## src/rtl/regs_cmd_arb.sv

```systemverilog
// Round-robin arbiter that serialises N initiators onto the single ctrl_regs command port.
// Read data is routed back to the initiator that issued the read.
module regs_cmd_arb #(
  parameter int N      = 3,
  parameter int RD_LAT = 1
) (
  input  logic              clk_i,
  input  logic              rst_i,
  input  logic [N-1:0]      req_i,
  input  logic [2*N-1:0]    req_cmd_i,
  input  logic [8*N-1:0]    req_addr_i,
  input  logic [32*N-1:0]   req_wdata_i,
  output logic [N-1:0]      gnt_o,
  output logic [N-1:0]      rsp_vld_o,
  output logic [31:0]       rsp_data_o,
  output logic              err_o,
  output logic              busy_o,
  output logic [1:0]        cmd_o,
  output logic [7:0]        cmd_addr_o,
  output logic [31:0]       cmd_data_o,
  input  logic [31:0]       cmd_data_i,
  output logic [1:0]        state_o
);

  localparam int PW = (N > 1) ? $clog2(N) : 1;
  localparam int CW = (RD_LAT > 1) ? $clog2(RD_LAT) : 1;

  localparam logic [1:0] CMD_IDLE = 2'b00;
  localparam logic [1:0] CMD_RD   = 2'b01;
  localparam logic [1:0] CMD_WR   = 2'b10;
  localparam logic [1:0] CMD_ERR  = 2'b11;

  typedef enum logic [1:0] {
    S_IDLE  = 2'd0,
    S_ISSUE = 2'd1,
    S_WAIT  = 2'd2
  } state_e;

  state_e          state_q;
  logic [PW-1:0]   ptr_q;
  logic [PW-1:0]   owner_q;
  logic [CW-1:0]   cnt_q;
  logic [1:0]      cmd_q;
  logic [7:0]      addr_q;
  logic [31:0]     data_q;
  logic [N-1:0]    rsp_vld_q;
  logic [31:0]     rsp_data_q;
  logic            err_q;

  // Handshake: an initiator holds req_i[k] and its payload stable until gnt_o[k];
  // the payload is consumed in the gnt_o[k] cycle and req_i[k] may drop afterwards.
  logic [1:0]      sl_cmd   [N];
  logic [7:0]      sl_addr  [N];
  logic [31:0]     sl_wdata [N];

  for (genvar k = 0; k < N; k++) begin : g_slice
    assign sl_cmd[k]   = req_cmd_i[2*k +: 2];
    assign sl_addr[k]  = req_addr_i[8*k +: 8];
    assign sl_wdata[k] = req_wdata_i[32*k +: 32];
  end

  logic            sel_vld;
  logic [PW-1:0]   sel_idx;
  logic [PW-1:0]   srch_idx;
  logic [1:0]      sel_cmd;
  logic [7:0]      sel_addr;
  logic [31:0]     sel_wdata;
  logic            arb_en;

  // Search begins one past the last winner so every requester is reached within N slots.
  always_comb begin
    sel_vld  = 1'b0;
    sel_idx  = '0;
    srch_idx = '0;
    for (int i = 1; i <= N; i++) begin
      srch_idx = PW'((int'(ptr_q) + i) % N);
      if (!sel_vld && req_i[srch_idx]) begin
        sel_vld = 1'b1;
        sel_idx = srch_idx;
      end
    end
  end

  assign sel_cmd   = sl_cmd[sel_idx];
  assign sel_addr  = sl_addr[sel_idx];
  assign sel_wdata = sl_wdata[sel_idx];
  assign arb_en    = (state_q == S_IDLE) && !rst_i;

  always_comb begin
    gnt_o = '0;
    if (arb_en && sel_vld) begin
      gnt_o[sel_idx] = 1'b1;
    end
  end

  always_ff @(posedge clk_i) begin
    if (rst_i) begin
      state_q    <= S_IDLE;
      ptr_q      <= PW'(N - 1);
      owner_q    <= '0;
      cnt_q      <= '0;
      cmd_q      <= CMD_IDLE;
      addr_q     <= '0;
      data_q     <= '0;
      rsp_vld_q  <= '0;
      rsp_data_q <= '0;
      err_q      <= 1'b0;
    end else begin
      rsp_vld_q <= '0;
      err_q     <= 1'b0;
      case (state_q)
        S_IDLE: begin
          if (sel_vld) begin
            ptr_q <= sel_idx;
            case (sel_cmd)
              CMD_WR, CMD_RD: begin
                cmd_q   <= sel_cmd;
                addr_q  <= sel_addr;
                data_q  <= (sel_cmd == CMD_WR) ? sel_wdata : 32'h0;
                owner_q <= sel_idx;
                state_q <= S_ISSUE;
              end
              CMD_ERR: err_q <= 1'b1;
              default: ;
            endcase
          end
        end
        S_ISSUE: begin
          cmd_q  <= CMD_IDLE;
          addr_q <= '0;
          data_q <= '0;
          if (cmd_q == CMD_RD) begin
            cnt_q   <= CW'(RD_LAT - 1);
            state_q <= S_WAIT;
          end else begin
            state_q <= S_IDLE;
          end
        end
        S_WAIT: begin
          if (cnt_q != '0) begin
            cnt_q <= cnt_q - 1'b1;
          end else begin
            rsp_data_q <= cmd_data_i;
            rsp_vld_q  <= {{(N-1){1'b0}}, 1'b1} << owner_q;
            state_q    <= S_IDLE;
          end
        end
        default: state_q <= S_IDLE;
      endcase
    end
  end

  assign rsp_vld_o  = rsp_vld_q;
  assign rsp_data_o = rsp_data_q;
  assign err_o      = err_q;
  assign busy_o     = (state_q != S_IDLE);
  assign cmd_o      = cmd_q;
  assign cmd_addr_o = addr_q;
  assign cmd_data_o = data_q;
  assign state_o    = state_q;

endmodule

```

## config.mk

```make
export PLATFORM = sky130hd
export DESIGN_NAME = regs_cmd_arb
export DESIGN_NICKNAME = d
export VERILOG_FILES = /design/src/rtl/regs_cmd_arb.sv
export SDC_FILE = /design/constraint.sdc
export NUM_CORES = 1
export LEC_CHECK = 0
export CORE_MARGIN = 4
export CORE_UTILIZATION = 30
export CTS_CLUSTER_SIZE = 40
export DETAILED_ROUTE_END_ITERATION = 10
export PLACE_DENSITY = 0.69
export SLEW_MARGIN = 0
export SYNTH_ARGS = -nofsm -noshare
export SYNTH_HDL_FRONTEND = slang
export SYNTH_SLANG_ARGS = --single-unit
```

## constraint.sdc

```tcl
create_clock -name clk_i -period 5.5 [get_ports clk_i]
set_clock_uncertainty 0.05 [all_clocks]
set_input_delay 0.825 -clock clk_i [delete_from_list [all_inputs] [get_ports clk_i]]
set_output_delay 0.825 -clock clk_i [all_outputs]
set_load 0.005 [all_outputs]
```

==> key figures, run 1 <==
Run status
  – Status: finished, final reports clean

Critical path
  – FF-to-FF End: cmd_data_o[22]
  – WP data arrival: 4.86 ns
  – Req. time, crit path: 5.73 ns
  – CP startpoint: req_i[0]
  – CP max FO: 32
  – Critical Path Sink Type: register
  – CP Launch Type: primary input
  – R2R depth: 14
  – Critical Setup Path Class: primary input to register
  – FF-to-FF setup slack: 1.20 ns
  – Start of the worst register-to-register path: ptr_q[1]

Global route
  – Antenna violations before repair: 0
  – Number of global-route vias before repair: 4179
  – Grt ovf: 0
  – GRT Util Overall: 19.4%
  – Largest net degree at the start of global routing: 46
  – First-pass GRT wire length: 22100 um

Synthesis
  – Syn Nets: 559
  – Number of flops mapped to enable cells by yosys: 0
  – Prevailing post-synth register cell: dfxtp_1
  – Top cell type's share of synthesized area: 45.1%
  – Ys async rst share: 0%
  – Ys Warns: 0
  – Seq/Total Area, Yosys: 45.1%
  – Avg Cell Area, Syn: 9.56 um^2
  – Synth Register Bits: 84
  – Mapped Area: 0.00373 mm^2
  – Post-synthesis cell count: 390
  – Synth area leader: dfxtp_1
  – Top post-synthesis cells by area: dfxtp_1, a221o_1, a32o_1, nand2_1, a21oi_1
  – Yosys cell types: 46

Timing
  – Final hold vios: 0
  – Final Cycle Share: 84.2%
  – TNS Setup: 0 ns
  – Final slew viol count: 0
  – Tmin final: 4.63 ns
  – Final setup violation count: 0
  – Fmax: 216 MHz
  – Unrepaired setup endpoints after global routing: false
  – Relative slew slack: 17.2%
  – Worst-Margin Slew: 1.24 ns

Final layout
  – Nets@finish: 786
  – Ant diodes: 0
  – Area added between synthesis and finish: 77.2%
  – Layout fillers: 1128
  – Area occupied by multi-input gates: 0.00187 mm^2
  – Post-route cell area: 0.00661 mm^2
  – Register Area: 0.00168 mm^2
  – Layout cells sized above 1: 5.47%

Floorplanning
  – Vert. Die Dim: 119 um
  – Die ar.: 0.0143 mm^2
  – Die width: 119 um
  – Num rows: 40
  – Boundary Pins: 247
  – Core ar.: 0.0121 mm^2
  – Starting Density: 30.8%

Route
  – Post-DR vias/cell: 5.08
  – DR pass1 iterations: 4
  – Final ANT Viol Nets: 0
  – Drt initial violations: 222
  – DR vias: 4011
  – DRC: 0
  – DR WL/cell: 17.9 um
  – Final WL: 14200 um

Power
  – Final Power: 2.46 mW
  – Leak pwr: 2.33 nW
  – Pwr per Cell Area: 372 mW/mm^2
  – Max VDD drop: 0.238 mV

Clocking
  – Clock-pin slew on the worst setup and hold paths: 0.07 ns
  – TritonCTS Buffers: 9
  – H-tree Lvls: 3
  – Post-CTS setup buffers: 0
  – Hold-fix buffers, CTS: 0
  – Clock sinks: 84
  – CTS tree: built
  – Worst-Skew Late Latency: 0.34 ns
  – Post-cts resize count: 0
  – Clk buf depth: 2
  – Clk root buf: clkbuf_16

Place
  – Placed cell area: 0.00628 mm^2
  – Post-DP HPWL: 10300 um
  – Port Buffers: 246
  – GPL Wtd Cong: 0.805

Min path
  – WHS Endpoint: rsp_data_o[17]
  – Hold crit path type: register to register
  – Hold depth: 2
  – Hold path start: rsp_data_o[17]

Flow run
  – Number of max-cap violations: 0
## routing by layer
metal  share of wire (%)  vias to the layer above  track usage, %  routed length (um)
li1                    -                     1923               -                   -
met1                  38                     1880            21.1                5450
met2                  48                      183            32.6                6820
met3                  11                       25            9.73                1530
met4                 2.6                        0            6.73                 370
met5                   0                        -               0                   0
## metrics by stage
step	setup slack [ns]	hold slack (ns)	instances	util, %
floorplan	1.78	0.374	390	-
global placement	0.760	0.391	774	51.8
detailed placement	0.540	0.396	774	51.8
CTS	0.903	0.406	790	54.5
global route	0.583	0.422	790	54.5
finish	0.869	0.403	790	54.5
## worst max-delay path by stage
| stage | slack [ns] | endpoint | depth (start not counted) |
|---|---|---|---|
| 4_1_cts | 0.90 | cmd_data_o[20] | 13 |
| 2_1_floorplan | 1.78 | cmd_data_o[0] | 15 |
| 5_1_grt | 0.58 | cmd_data_o[28] | 13 |
| 3_3_place_gp | 0.76 | cmd_data_o[5] | 13 |
| 6_report | 0.87 | cmd_data_o[22] | 13 |
| 3_5_place_dp | 0.54 | cmd_data_o[17] | 13 |
## final cells by class
| type | instances | share of cell area [%] |
|---|---|---|
| flip-flops and latches | 84 | 25.5 |
| clock inverters | 5 | 1.27 |
| well taps | 168 | 3.18 |
| inverters | 5 | 0.284 |
| clock buffers | 11 | 3.67 |
| repair buffers | 251 | 37.8 |
| multi-input cells | 266 | 28.3 |
## layout by cell type (no fill, tap or decap), drive strengths merged, types with 5 or more instances in the layout
cell type        n
clkdlybuf4s50  246
dfxtp           84
nand2           70
a21oi           37
a32o            32
a221o           32
mux2i           16
o21ai           14
a22oi           11
clkbuf          11
nor2             9
ha               6
inv              6
buf              5
nor2b            5
## state kept, by name, indices dropped and copies added (netlist names)
name        count
cmd_data_o     32
rsp_data_o     32
cmd_addr_o      8
rsp_vld_o       3
cmd_o           2
owner_q         2
ptr_q           2
state_o         2
err_o           1
## Yosys cell counts, drive strengths merged, types with 3 or more instances
| master | number |
|---|---|
| a21oi | 37 |
| a221o | 32 |
| a22oi | 11 |
| a32o | 32 |
| buf | 16 |
| clkbuf | 19 |
| dfxtp | 84 |
| ha | 6 |
| inv | 5 |
| mux2i | 16 |
| nand2 | 70 |
| nand3b | 3 |
| nor2 | 9 |
| nor2b | 5 |
| nor3 | 4 |
| nor3b | 3 |
| o21ai | 14 |
## where the power goes
group	total, mW	switching (mW)	internal, mW	leakage (nW)
Combinational	1.04	0.526	0.512	1.50
Sequential	0.756	0.0552	0.701	0.680
Clock	0.666	0.254	0.412	0.152
## cell families after synthesis
logic type               Yosys count  synth area share [%]
AO/OA/AOI/OAI                    137                  29.0
AND/OR/NAND/NOR                  105                  13.3
flip-flops                        84                  45.1
buffers and inverters             40                  5.47
multiplexers                      18                  5.10
adder cells (fa/ha/maj)            6                  2.01
## critical path, cell delays in order
cell	delay, ns
clkdlybuf4s50_1	0.63
mux2i_1	0.16
o21ai_1	0.34
a21oi_1	0.12
o21ai_4	0.36
mux2i_1	0.35
a21o_1	0.17
ha_1	0.25
nor3_1	0.26
nand2_1	0.16
nor3b_4	0.21
nor2b_4	0.70
a221o_1	0.28
Note: power is estimated with default switching activity, not from simulation.
==> run 2: changes to the inputs <==
Clock period 5.5 ns to 4.65 ns, I/O delays scaled along.
==> run 2 against run 1 <==
  * Largest power group unchanged
  * Die area unchanged
  * Critical path type unchanged
  * Flip-flop and latch count unchanged
  * Combinational power increased by 19%
  * Largest cell class unchanged
  * Critical path depth increased by 1
  * Utilization about the same
  * Clock power increased by 9.2%
==> key figures, run 2 (synthesized netlist as in run 1, its figures left out) <==
Floorplanning
  – Vert. Die Dim: 119 um
  – Die width: 119 um
  – Num rows: 40
  – Starting Density: 30.8%
  – Boundary Pins: 247
  – Die ar.: 0.0143 mm^2
  – Core ar.: 0.0121 mm^2

Route
  – DRC: 0
  – DR vias: 4016
  – Final ANT Viol Nets: 0
  – Drt initial violations: 215
  – DR WL/cell: 17.4 um
  – Final WL: 13800 um
  – Post-DR vias/cell: 5.06
  – DR pass1 iterations: 4

Timing
  – Final slew viol count: 0
  – Relative slew slack: 18.0%
  – Final Cycle Share: 92.2%
  – Final hold vios: 0
  – Tmin final: 4.29 ns
  – TNS Setup: 0 ns
  – Worst-Margin Slew: 1.22 ns
  – Fmax: 233 MHz
  – Unrepaired setup endpoints after global routing: false
  – Final setup violation count: 0

Power
  – Pwr per Cell Area: 433 mW/mm^2
  – Final Power: 2.86 mW
  – Leak pwr: 2.34 nW
  – Max VDD drop: 0.266 mV

Global route
  – First-pass GRT wire length: 21200 um
  – GRT Util Overall: 18.4%
  – Antenna violations before repair: 1
  – Largest net degree at the start of global routing: 45
  – Number of global-route vias before repair: 4129
  – Grt ovf: 0

Min path
  – Hold depth: 2
  – Hold path start: rsp_data_o[1]
  – WHS Endpoint: rsp_data_o[1]
  – Hold crit path type: register to register

Clocking
  – CTS tree: built
  – Clock-pin slew on the worst setup and hold paths: 0.06 ns
  – Hold-fix buffers, CTS: 0
  – Post-CTS setup buffers: 0
  – TritonCTS Buffers: 9
  – Clk buf depth: 2
  – Post-cts resize count: 0
  – Worst-Skew Late Latency: 0.33 ns
  – Clock sinks: 84
  – H-tree Lvls: 3
  – Clk root buf: clkbuf_16

Place
  – Post-DP HPWL: 10300 um
  – GPL Wtd Cong: 0.802
  – Port Buffers: 246

Critical path
  – WP data arrival: 4.51 ns
  – Critical Path Sink Type: register
  – CP max FO: 32
  – Start of the worst register-to-register path: ptr_q[1]
  – Slowest stage delay, CP: 0.62 ns
  – Critical Setup Path Class: primary input to register
  – FF-to-FF setup slack: 0.55 ns
  – CP Cell Sequence: clkdlybuf4s50_1 > mux2i_1 > o21ai_1 > a21oi_1 > o21ai_4 > mux2i_1 > a21o_1 > ha_1 > nor3_1 > nand2_1 > nor3b_4 > nor2b_4 > buf_4 > a221o_1
  – Req. time, crit path: 4.87 ns
  – CP Launch Type: primary input
  – R2R depth: 15
  – Critical Path Most Common Cell: mux2i_1
  – Slowest CP cell: clkdlybuf4s50_1
  – FF-to-FF End: cmd_data_o[27]

Final layout
  – Area added between synthesis and finish: 77.0%
  – Layout cells sized above 1: 5.77%
  – Nets@finish: 788
  – Most frequent cells in the layout: clkdlybuf4s50_1, dfxtp_1, nand2_1, a21oi_1
  – Commonest non-fill, non-tap cell in the layout: clkdlybuf4s50_1

Flow run
  – Number of max-cap violations: 0

Run status
  – Status: finished, final reports clean
==> run 2: cell types whose count changed in the layout (fill, tap and decap cells not counted) <==
cell        previous run  this run
inv_6                  1         0
buf_4                  5         7
clkbuf_8               1         2
diode_2                0         1
clkinvlp_4             2         1
clkinv_2               0         2
bufinv_16              2         1
==> run 2: worst max-delay path: cells and delay by family <==
kind	cells	cell delay, ns
muxes	2	0.47
adders and majority gates	1	0.26
and+or+nand+nor	4	0.90
AOI/OAI and AO/OA	5	1.19
buffers and inverters	2	0.96
==> run 2: per-layer routing <==
| layer | track usage, % | up-vias | share of wire [%] |
|---|---|---|---|
| li1 | - | 1925 | - |
| met1 | 20.6 | 1885 | 39 |
| met2 | 30.6 | 186 | 46 |
| met3 | 9.02 | 20 | 12 |
| met4 | 6.01 | 0 | 2.0 |
| met5 | 0 | - | 0 |
==> run 2: cell type report <==
type	instances	area [um^2]
Fill cell	1111	5510
Multi-Input combinational cell	266	1870
Timing Repair Buffer	253	2510
Clock buffer	12	256
Inverter	5	18.8
Tap cell	168	210
Sequential cell	84	1680
Clock inverter	4	47.5
Antenna cell	1	2.50
==> run 2: worst max-delay path by stage <==
stage	to	slack [ns]	cells after the start	start
detailed placement	cmd_data_o[31]	0.05	14	req_i[0]
floorplan	cmd_data_o[0]	0.95	18	ptr_q[0]
CTS	cmd_data_o[11]	0.38	14	req_i[0]
global route	cmd_data_o[7]	0.11	14	req_i[0]
global placement	cmd_data_o[5]	0.28	14	req_i[0]
finish	cmd_data_o[27]	0.36	14	req_i[0]
==> run 2: metrics by stage <==
step | cell area [um^2] | setup slack (ns) | hold slack, ns | cells | utilization (%)
4_1_cts | 6600 | 0.376 | 0.404 | 792 | 54.5
2_1_floorplan | 3730 | 0.954 | 0.374 | 390 | -
6_report | 6600 | 0.364 | 0.401 | 793 | 54.5
3_5_place_dp | 6290 | 0.0515 | 0.398 | 776 | 52.0
5_1_grt | 6600 | 0.110 | 0.417 | 793 | 54.5
3_3_place_gp | 6290 | 0.278 | 0.391 | 776 | 52.0
==> run 2: report_power, final <==
group / internal, mW / switching [mW] / leakage, nW
logic: 0.611 / 0.626 / 1.51
registers: 0.829 / 0.0639 / 0.680
clock network: 0.444 / 0.283 / 0.149
total: 1.88 / 0.972 / 2.34
==> RTL change (config.mk and constraints of run 2) <==
Change the parameter `N` from 3 to 2.
--- a/src/rtl/regs_cmd_arb.sv
+++ b/src/rtl/regs_cmd_arb.sv
@@ -1,7 +1,7 @@
 // Round-robin arbiter that serialises N initiators onto the single ctrl_regs command port.
 // Read data is routed back to the initiator that issued the read.
 module regs_cmd_arb #(
-  parameter int N      = 3,
+  parameter int N      = 2,
   parameter int RD_LAT = 1
 ) (
   input  logic              clk_i,
Ports: changed (6 resized); port bits go from 247 to 202. No check against the original RTL was run, so the function may have changed too.
==> RTL change against run 2 <==
Sequential cell count decreased by 3. Final area decreased by 9.3%. Die area decreased by 2.9%. Wire length decreased by 25%. Area after synthesis decreased by 3.1%. Sequential share of layout area increased by 1.6 points. Worst setup slack improved by 1.1 ns. Core utilization decreased by 3.0 points. Critical endpoint is now gnt_o[0]. Critical path depth decreased by 10.
Power is not compared: it rests on default switching activity, and its combinational part moved more than twofold at a synthesized area within 25%.
==> RTL change: results (changes against run 2) <==
status = completed (unchanged)
Worst R2R End = cmd_data_o[0] (was cmd_data_o[27])
final wirelength = 10.39 mm (was 13.82 mm)
routability cong. = 0.8069 (was 0.8015)
Hold Startpoint = rsp_data_o[13] (was rsp_data_o[1])
largest net degree at the start of global routing = 47 (was 45)
Tot Pwr = 1.781 mW
first-pass GRT wire length = 16.68 mm (was 21.18 mm)
top cell type's share of synthesized area = 0.4489 (was 0.4510)
dpl hpwl = 7.974 mm (was 10.31 mm)
r2r worst-path depth = 4 (was 15)
Post-synth top cells = dfxtp_1, nand2_1, a21oi_1 (unchanged)
Net Count, Synth = 469 (was 559)
initial DRC count = 141 (was 215)
sequential fraction of the synthesis area = 0.4489 (was 0.4510)
nets@finish = 660 (was 788)
Cell Area, Placed = 5658 sq um (was 6295 sq um)
fraction of layout cells with a size suffix above 1 = 0.1248 (was 0.05769)
Worst R2R Setup Slack = 2.32 ns (was 0.55 ns)
CP top delay family = buffers and inverters (was compound AO/OA/AOI/OAI gates)
largest fanout on the critical path = 11 (was 32)
Global Route Usage Sum = 0.1454 (was 0.1839)
via count = 3234 (was 4016)
Port Buf Inserts = 201 (was 246)
Unique masters post-synth = 40 (was 46)
end point of the worst hold path = rsp_data_o[13] (was rsp_data_o[1])
Clk pin slew, worst setup/hold paths = 0.06 ns (about the same)
Arrival @ worst endpoint = 2.39 ns (was 4.51 ns)
vias in the first global route = 3393 (was 4129)
-- RTL change: cell count changes after synthesis, moves of 4 or more --
cell and change:
a2111oi_2 +8, a221o_1 -32, a22oi_1 -11, a32o_1 -32, and2b_1 +4, buf_2 -6
clkbuf_1 -9, ha_1 -6, mux2i_1 +16, nor3_1 +9, o21ai_1 -7, o2bb2ai_2 +30
-- RTL change: logic make-up after synthesis --
| kind of cell | after synthesis | synth area share |
|---|---|---|
| mux | 34 | 0.1025 |
| buf+inv | 29 | 0.05126 |
| simple gates | 109 | 0.1372 |
| compound gates | 94 | 0.2553 |
| flops | 81 | 0.4489 |
| xor+xnor | 2 | 0.004850 |
-- RTL change: layer usage --
layer  routed length, microns  part of all wire  GRT usage
met2                     4821              0.46     0.2379
met5                        0                 0          0
met4                      197             0.019    0.05275
met1                     4500              0.43     0.1723
met3                      871             0.084    0.05815
-- RTL change: worst max-delay path by stage --
stage             start            end  slack (ns)
2_1_floorplan  req_i[1]       gnt_o[0]        2.31
3_3_place_gp   req_i[1]  cmd_data_o[0]        1.45
3_5_place_dp   req_i[1]  cmd_data_o[0]        1.36
4_1_cts        req_i[0]       gnt_o[0]        1.50
5_1_grt        req_i[0]       gnt_o[1]        1.41
6_report       req_i[0]       gnt_o[0]        1.51
-- RTL change: through the flow --
stage	instances	hold slack (ns)
2_1_floorplan	349	0.3663
3_3_place_gp	671	0.3882
3_5_place_dp	671	0.3981
4_1_cts	687	0.4047
5_1_grt	688	0.4174
6_report	688	0.4019
-- RTL change: cell type report --
cell class | instances | area [sq um]
inverters | 4 | 15.01
well taps | 143 | 178.9
clock buffers | 12 | 246.5
fillers | 1064 | 5629
clock inverters | 4 | 52.55
repair buffers | 205 | 2062
flip-flops and latches | 81 | 1622
multi-input cells | 239 | 1808
